<file path="src/rtl/mem_stage_pkg.sv">
// Shared definitions for the MEM pipeline stage: access-size encodings,
// FSM state type and the hard-wired zero register index.
package mem_stage_pkg;

    localparam logic [1:0] MEM_SIZE_B = 2'b00;
    localparam logic [1:0] MEM_SIZE_H = 2'b01;
    localparam logic [1:0] MEM_SIZE_W = 2'b10;

    localparam logic [4:0] REG_ZERO = 5'd0;

    typedef enum logic {
        IDLE = 1'b0,
        BUSY = 1'b1
    } mem_state_t;

endpackage

</file>
<file path="src/rtl/mem_stage_align.sv">
// Combinational lane logic: store byte enables / lane replication, misalign
// detection, and load lane select with sign or zero extension.
module mem_align
    import mem_stage_pkg::*;
(
    input  logic [1:0]  size,
    input  logic [1:0]  addr_lo,
    input  logic [31:0] store_data,
    output logic [3:0]  be,
    output logic [31:0] wdata,
    output logic        misalign,
    input  logic [1:0]  ld_size,
    input  logic [1:0]  ld_addr_lo,
    input  logic        ld_unsigned,
    input  logic [31:0] rdata,
    output logic [31:0] load_data
);

    logic [7:0]  ld_byte;
    logic [15:0] ld_half;

    always_comb begin
        be       = 4'b1111;
        wdata    = store_data;
        misalign = 1'b0;
        case (size)
            MEM_SIZE_B: begin
                be    = 4'b0001 << addr_lo;
                wdata = {4{store_data[7:0]}};
            end
            MEM_SIZE_H: begin
                be       = 4'b0011 << {addr_lo[1], 1'b0};
                wdata    = {2{store_data[15:0]}};
                misalign = addr_lo[0];
            end
            // Reserved encoding behaves as a word access.
            default: begin
                be       = 4'b1111;
                wdata    = store_data;
                misalign = (addr_lo != 2'b00);
            end
        endcase
    end

    always_comb begin
        ld_byte = rdata[7:0];
        case (ld_addr_lo)
            2'd0:    ld_byte = rdata[7:0];
            2'd1:    ld_byte = rdata[15:8];
            2'd2:    ld_byte = rdata[23:16];
            default: ld_byte = rdata[31:24];
        endcase
        ld_half = ld_addr_lo[1] ? rdata[31:16] : rdata[15:0];

        case (ld_size)
            MEM_SIZE_B: load_data = ld_unsigned ? {24'd0, ld_byte}
                                                : {{24{ld_byte[7]}}, ld_byte};
            MEM_SIZE_H: load_data = ld_unsigned ? {16'd0, ld_half}
                                                : {{16{ld_half[15]}}, ld_half};
            default:    load_data = rdata;
        endcase
    end

endmodule

</file>
<file path="src/rtl/mem_stage.sv">
// MEM pipeline stage: latches EXEC results, runs data-memory accesses over a
// req/ack handshake with a bounded wait, and emits registered WB results.
module mem_stage
    import mem_stage_pkg::*;
#(
    parameter int unsigned ADDR_W   = 32,
    parameter int unsigned MAX_WAIT = 255
) (
    input  logic              clk,
    input  logic              rst_n,
    input  logic              ex_valid,
    output logic              ex_ready,
    input  logic [31:0]       ex_alu_result,
    input  logic [31:0]       ex_store_data,
    input  logic              ex_mem_read,
    input  logic              ex_mem_write,
    input  logic [1:0]        ex_mem_size,
    input  logic              ex_mem_unsigned,
    input  logic              ex_reg_write,
    input  logic [4:0]        ex_write_reg,
    output logic              dmem_req,
    output logic              dmem_we,
    output logic [ADDR_W-1:0] dmem_addr,
    output logic [31:0]       dmem_wdata,
    output logic [3:0]        dmem_be,
    input  logic              dmem_ack,
    input  logic [31:0]       dmem_rdata,
    output logic              wb_valid,
    output logic              wb_reg_write,
    output logic [4:0]        wb_write_reg,
    output logic [31:0]       wb_write_data,
    output logic              exc_misalign,
    output logic              exc_bus
);

    localparam int unsigned CNT_W = $clog2(MAX_WAIT + 1);

    mem_state_t state, state_nxt;
    logic [CNT_W-1:0] wait_cnt;

    logic        ld_is_load;
    logic        ld_unsigned;
    logic        ld_reg_write;
    logic [1:0]  ld_size;
    logic [1:0]  ld_addr_lo;
    logic [4:0]  ld_write_reg;

    logic [3:0]  al_be;
    logic [31:0] al_wdata;
    logic        al_misalign;
    logic [31:0] al_load_data;

    logic accept;
    logic is_mem;
    logic timeout;

    assign accept  = ex_valid & ex_ready;
    assign is_mem  = ex_mem_read | ex_mem_write;
    assign timeout = (state == BUSY) & ~dmem_ack & (wait_cnt == CNT_W'(MAX_WAIT - 1));

    mem_align u_align (
        .size        (ex_mem_size),
        .addr_lo     (ex_alu_result[1:0]),
        .store_data  (ex_store_data),
        .be          (al_be),
        .wdata       (al_wdata),
        .misalign    (al_misalign),
        .ld_size     (ld_size),
        .ld_addr_lo  (ld_addr_lo),
        .ld_unsigned (ld_unsigned),
        .rdata       (dmem_rdata),
        .load_data   (al_load_data)
    );

    always_ff @(posedge clk or negedge rst_n) begin
        if (!rst_n) state <= IDLE;
        else        state <= state_nxt;
    end

    always_comb begin
        state_nxt = state;
        case (state)
            IDLE:    if (accept && is_mem && !al_misalign) state_nxt = BUSY;
            BUSY:    if (dmem_ack || timeout)              state_nxt = IDLE;
            default: state_nxt = IDLE;
        endcase
    end

    always_comb begin
        ex_ready = (state == IDLE);
    end

    always_ff @(posedge clk or negedge rst_n) begin
        if (!rst_n) begin
            wait_cnt      <= '0;
            dmem_req      <= 1'b0;
            dmem_we       <= 1'b0;
            dmem_addr     <= '0;
            dmem_wdata    <= '0;
            dmem_be       <= '0;
            ld_is_load    <= 1'b0;
            ld_unsigned   <= 1'b0;
            ld_reg_write  <= 1'b0;
            ld_size       <= '0;
            ld_addr_lo    <= '0;
            ld_write_reg  <= '0;
            wb_valid      <= 1'b0;
            wb_reg_write  <= 1'b0;
            wb_write_reg  <= '0;
            wb_write_data <= '0;
            exc_misalign  <= 1'b0;
            exc_bus       <= 1'b0;
        end else begin
            wb_valid     <= 1'b0;
            wb_reg_write <= 1'b0;
            exc_misalign <= 1'b0;
            exc_bus      <= 1'b0;
            case (state)
                IDLE: begin
                    if (accept) begin
                        wb_write_reg <= ex_write_reg;
                        if (!is_mem) begin
                            wb_valid      <= 1'b1;
                            wb_reg_write  <= ex_reg_write && (ex_write_reg != REG_ZERO);
                            wb_write_data <= ex_alu_result;
                        end else if (al_misalign) begin
                            wb_valid      <= 1'b1;
                            exc_misalign  <= 1'b1;
                            wb_write_data <= ex_alu_result;
                        end else begin
                            dmem_req     <= 1'b1;
                            dmem_we      <= ~ex_mem_read;
                            dmem_addr    <= {ex_alu_result[ADDR_W-1:2], 2'b00};
                            dmem_wdata   <= al_wdata;
                            dmem_be      <= ex_mem_read ? 4'b1111 : al_be;
                            ld_is_load   <= ex_mem_read;
                            ld_unsigned  <= ex_mem_unsigned;
                            ld_reg_write <= ex_reg_write;
                            ld_size      <= ex_mem_size;
                            ld_addr_lo   <= ex_alu_result[1:0];
                            ld_write_reg <= ex_write_reg;
                            wait_cnt     <= '0;
                        end
                    end
                end
                BUSY: begin
                    // Returning to IDLE on completion blocks a second pulse for this op.
                    if (dmem_ack) begin
                        dmem_req      <= 1'b0;
                        wb_valid      <= 1'b1;
                        wb_reg_write  <= ld_is_load && ld_reg_write && (ld_write_reg != REG_ZERO);
                        wb_write_reg  <= ld_write_reg;
                        wb_write_data <= ld_is_load ? al_load_data : '0;
                    end else if (timeout) begin
                        dmem_req      <= 1'b0;
                        wb_valid      <= 1'b1;
                        exc_bus       <= 1'b1;
                        wb_write_reg  <= ld_write_reg;
                        wb_write_data <= '0;
                    end else begin
                        wait_cnt <= wait_cnt + CNT_W'(1);
                    end
                end
                default: ;
            endcase
        end
    end

endmodule

</file>
<file path="config.mk">
export PLATFORM = sky130hd
export DESIGN_NAME = mem_stage
export DESIGN_NICKNAME = d
export VERILOG_FILES = /design/src/rtl/mem_stage_pkg.sv /design/src/rtl/mem_stage_align.sv /design/src/rtl/mem_stage.sv
export SDC_FILE = /design/constraint.sdc
export NUM_CORES = 1
export LEC_CHECK = 0
export CORE_AREA = 2 2 122 124
export DETAILED_ROUTE_END_ITERATION = 10
export DIE_AREA = 0 0 124 126
export GPL_TIMING_DRIVEN = 0
export MAX_ROUTING_LAYER = met4
export PLACE_DENSITY = 0.8
export SETUP_SLACK_MARGIN = 0.4
export SLEW_MARGIN = 15
export SYNTH_ARGS = -nofsm -noshare
export SYNTH_HDL_FRONTEND = slang
export SYNTH_SLANG_ARGS = --single-unit
</file>
<file path="constraint.sdc">
create_clock -name clk -period 2.05 [get_ports clk]
set_input_delay 0.41 -clock clk [delete_from_list [all_inputs] [get_ports clk]]
set_output_delay 0.41 -clock clk [all_outputs]
set_load 0.05 [all_outputs]
</file>
==> results.sh <==
export IMPL_layout_commonest_cell="nand2_1"
export IMPL_design_area_sq_mm=0.0103
export IMPL_hold_depth=3
export IMPL_p_leak_nw=4.61
export IMPL_ys_async_sr_fraction=1.00
export IMPL_clock_latency_ps=430
export IMPL_die_h_um=126
export IMPL_cts_tree="done"
export IMPL_required_ps=2390
export IMPL_fin_crit_sh=0.831
export IMPL_grt_overflow_total=0
export IMPL_wl_per_cell_um=19.6
export IMPL_hold_viol_final=0
export IMPL_ys_ff_latch=130
export IMPL_cts_root_buf="clkbuf_16"
export IMPL_cp_end_kind="register"
export IMPL_cts_sinks=130
export IMPL_drt_iter0_drc=504
export IMPL_grtUsageTotal=0.304
export IMPL_critPathLaunchType="register"
export IMPL_slew_viol_final=0
export IMPL_vias=6566
export IMPL_syn_area_per_cell_sq_um=9.15
export IMPL_synth_top_cell_area_share=0.505
export IMPL_place_area_sq_mm=0.00890
export IMPL_core_region_area_sq_mm=0.0143
export IMPL_clk_pin_slew_ps=60
export IMPL_ir_drop_mv=0.802
export IMPL_drt_first_pass_iters=5
export IMPL_tightest_slew_ps=877
export IMPL_antenna_found_initial=1
export IMPL_slew_limit_headroom=0.413
export IMPL_synthTopCellsByArea="dfrtp_1 (50%), nand2_1 (11%), mux2i_1 (6.5%)"
export IMPL_clock_fmax_mhz=587
export IMPL_cap_violations=0
export IMPL_yosysTopAreaCell="dfrtp_1"
export IMPL_first_global_vias=6456
export IMPL_largestRegisters="dmem_wdata: 32 flops, wb_write_data: 32 flops, dmem_addr: 30 flops"
export IMPL_fin_skew_ps=8.05
export IMPL_syn_inst=704
export IMPL_synth_edff_count=0
export IMPL_num_rows=44
export IMPL_die_area_sq_mm=0.0156
export IMPL_final_antenna_net_count=0
export IMPL_htree_num_levels=4
export IMPL_initial_core_util=0.450
export IMPL_p_per_area_mw_per_mm2=1200
export IMPL_hp_class="in -> reg"
export IMPL_yosys_warnings=0
export IMPL_mostFrequentLayoutCells="nand2_1 (188), dfrtp_1 (129), clkdlybuf4s15_2 (109)"
export IMPL_drive_gt1_frac=0.261
export IMPL_die_w_um=124
export IMPL_clockBufferDepth=2
export IMPL_critPathMaxFanout=5
export IMPL_setup_viol=0
export IMPL_drc=0
export IMPL_final_nets=1084
export IMPL_port_buffer_count=218
export IMPL_hold_slack_ps=394
export IMPL_viasPerCell=5.62
export IMPL_place_congestion=0.943
export IMPL_design_portCount=223
export IMPL_path_class="reg -> reg"
export IMPL_final_util=0.720
export IMPL_ys_types=51
export IMPL_status="finished, final reports clean"
export IMPL_numCtsBuffers=17
export IMPL_placedCellCount=1108
export IMPL_rsz0062_at_grt="yes"
export IMPL_yosysSeqAreaShare=0.505
export IMPL_ys_flop_type="dfrtp_1"
export IMPL_grt_max_degree=70
export IMPL_hpwl_um=16300
export IMPL_syn_to_final_growth_pct=60.0
export IMPL_grt_pass1_wl_um=35000
export IMPL_arrival_ps=2050
export IMPL_min_period_ps=1700
export IMPL_ff2ff_path_depth=6
export IMPL_final_cells=1169
export IMPL_drt_total_wl_um=23000
export IMPL_p_total_mw=12.3
export IMPL_synth_area_sq_mm=0.00644
## cells in the mapped netlist, drive strengths merged (14+ instances only)
master   instances
nand2          189
dfrtp          130
o21ai           66
a21oi           46
mux2i           42
clkbuf          27
nor2            25
buf             24
a2bb2oi         18
a211o           16
nand3           14
## worst max-delay path, cell delays in order (launching register included)
cell,delay [ps]
dfrtp_1,420
mux4_2,400
nand2b_4,80
buf_6,140
buf_6,120
a211o_1,280
a2bb2oi_2,180
## area by class of cell
| class | instances | area (sq um) |
|---|---|---|
| Clock buffer | 17 | 425 |
| Inverter | 8 | 38.8 |
| Antenna cell | 1 | 2.50 |
| Clock inverter | 15 | 254 |
| Buffer | 51 | 375 |
| Fill cell | 1036 | 4010 |
| Timing Repair Buffer | 247 | 2600 |
| Multi-Input combinational cell | 516 | 3120 |
| Sequential cell | 130 | 3250 |
| Tap cell | 184 | 230 |
## logic make-up (layout without fill, tap and decap cells)
group / after synthesis / count (layout) / share of synthesized area
mux: 45 / 45 / 0.0722
fa+ha+maj: 2 / 2 / 0.00388
simple gates: 268 / 268 / 0.175
buf+inv: 59 / 338 / 0.0408
compound gates: 196 / 196 / 0.198
flops: 130 / 130 / 0.505
other cells: 1 / 3 / 0.000582
xor+xnor: 3 / 3 / 0.00408
## per-stage QoR
stage	setup WS (ps)	setup TNS, ps
2_1_floorplan	413	0
3_3_place_gp	-4700	-650340
3_5_place_dp	-508	-41250
4_1_cts	276	0
5_1_grt	308	0
6_report	346	0
## power breakdown
part	switching (mW)	internal (mW)
clock network	1.22	2.30
logic	3.43	1.79
registers	0.410	3.18
total	5.06	7.27
## final timing paths
check | end | start | slack, ps
max | wb_write_data[24]$_DFFE_PN0P_ | ld_addr_lo[1]$_DFFE_PN0P_ | 350
min | exc_misalign$_DFF_PN0_ | ex_valid | 390
min reg2reg | dmem_addr[10]$_DFFE_PN0P_ | dmem_addr[10]$_DFFE_PN0P_ | 470
min in group asynchronous | dmem_wdata[20]$_DFFE_PN0P_ | rst_n | 520
max in group asynchronous | state$_DFF_PN0_ | rst_n | 760
max reg2reg | wb_write_data[24]$_DFFE_PN0P_ | ld_addr_lo[1]$_DFFE_PN0P_ | 350
## layer usage
layer / share of wire / vias up / track usage / wire, um
met5: 0 / - / - / 0
met4: 0.039 / 0 / 0.145 / 901
met3: 0.068 / 66 / 0.0620 / 1550
met2: 0.48 / 296 / 0.453 / 10900
met1: 0.42 / 3178 / 0.398 / 9570
li1: - / 3026 / - / -
## repair_timing
item,CTS,global route
gates cloned,3,0
setup buffers,14,10
gates resized for setup,396,88
pin swaps,19,21
endpoints found under the hold margin,53,0
hold buffers,1,0
endpoints found under the setup margin,237,127
(Power assumes the default switching activity.)
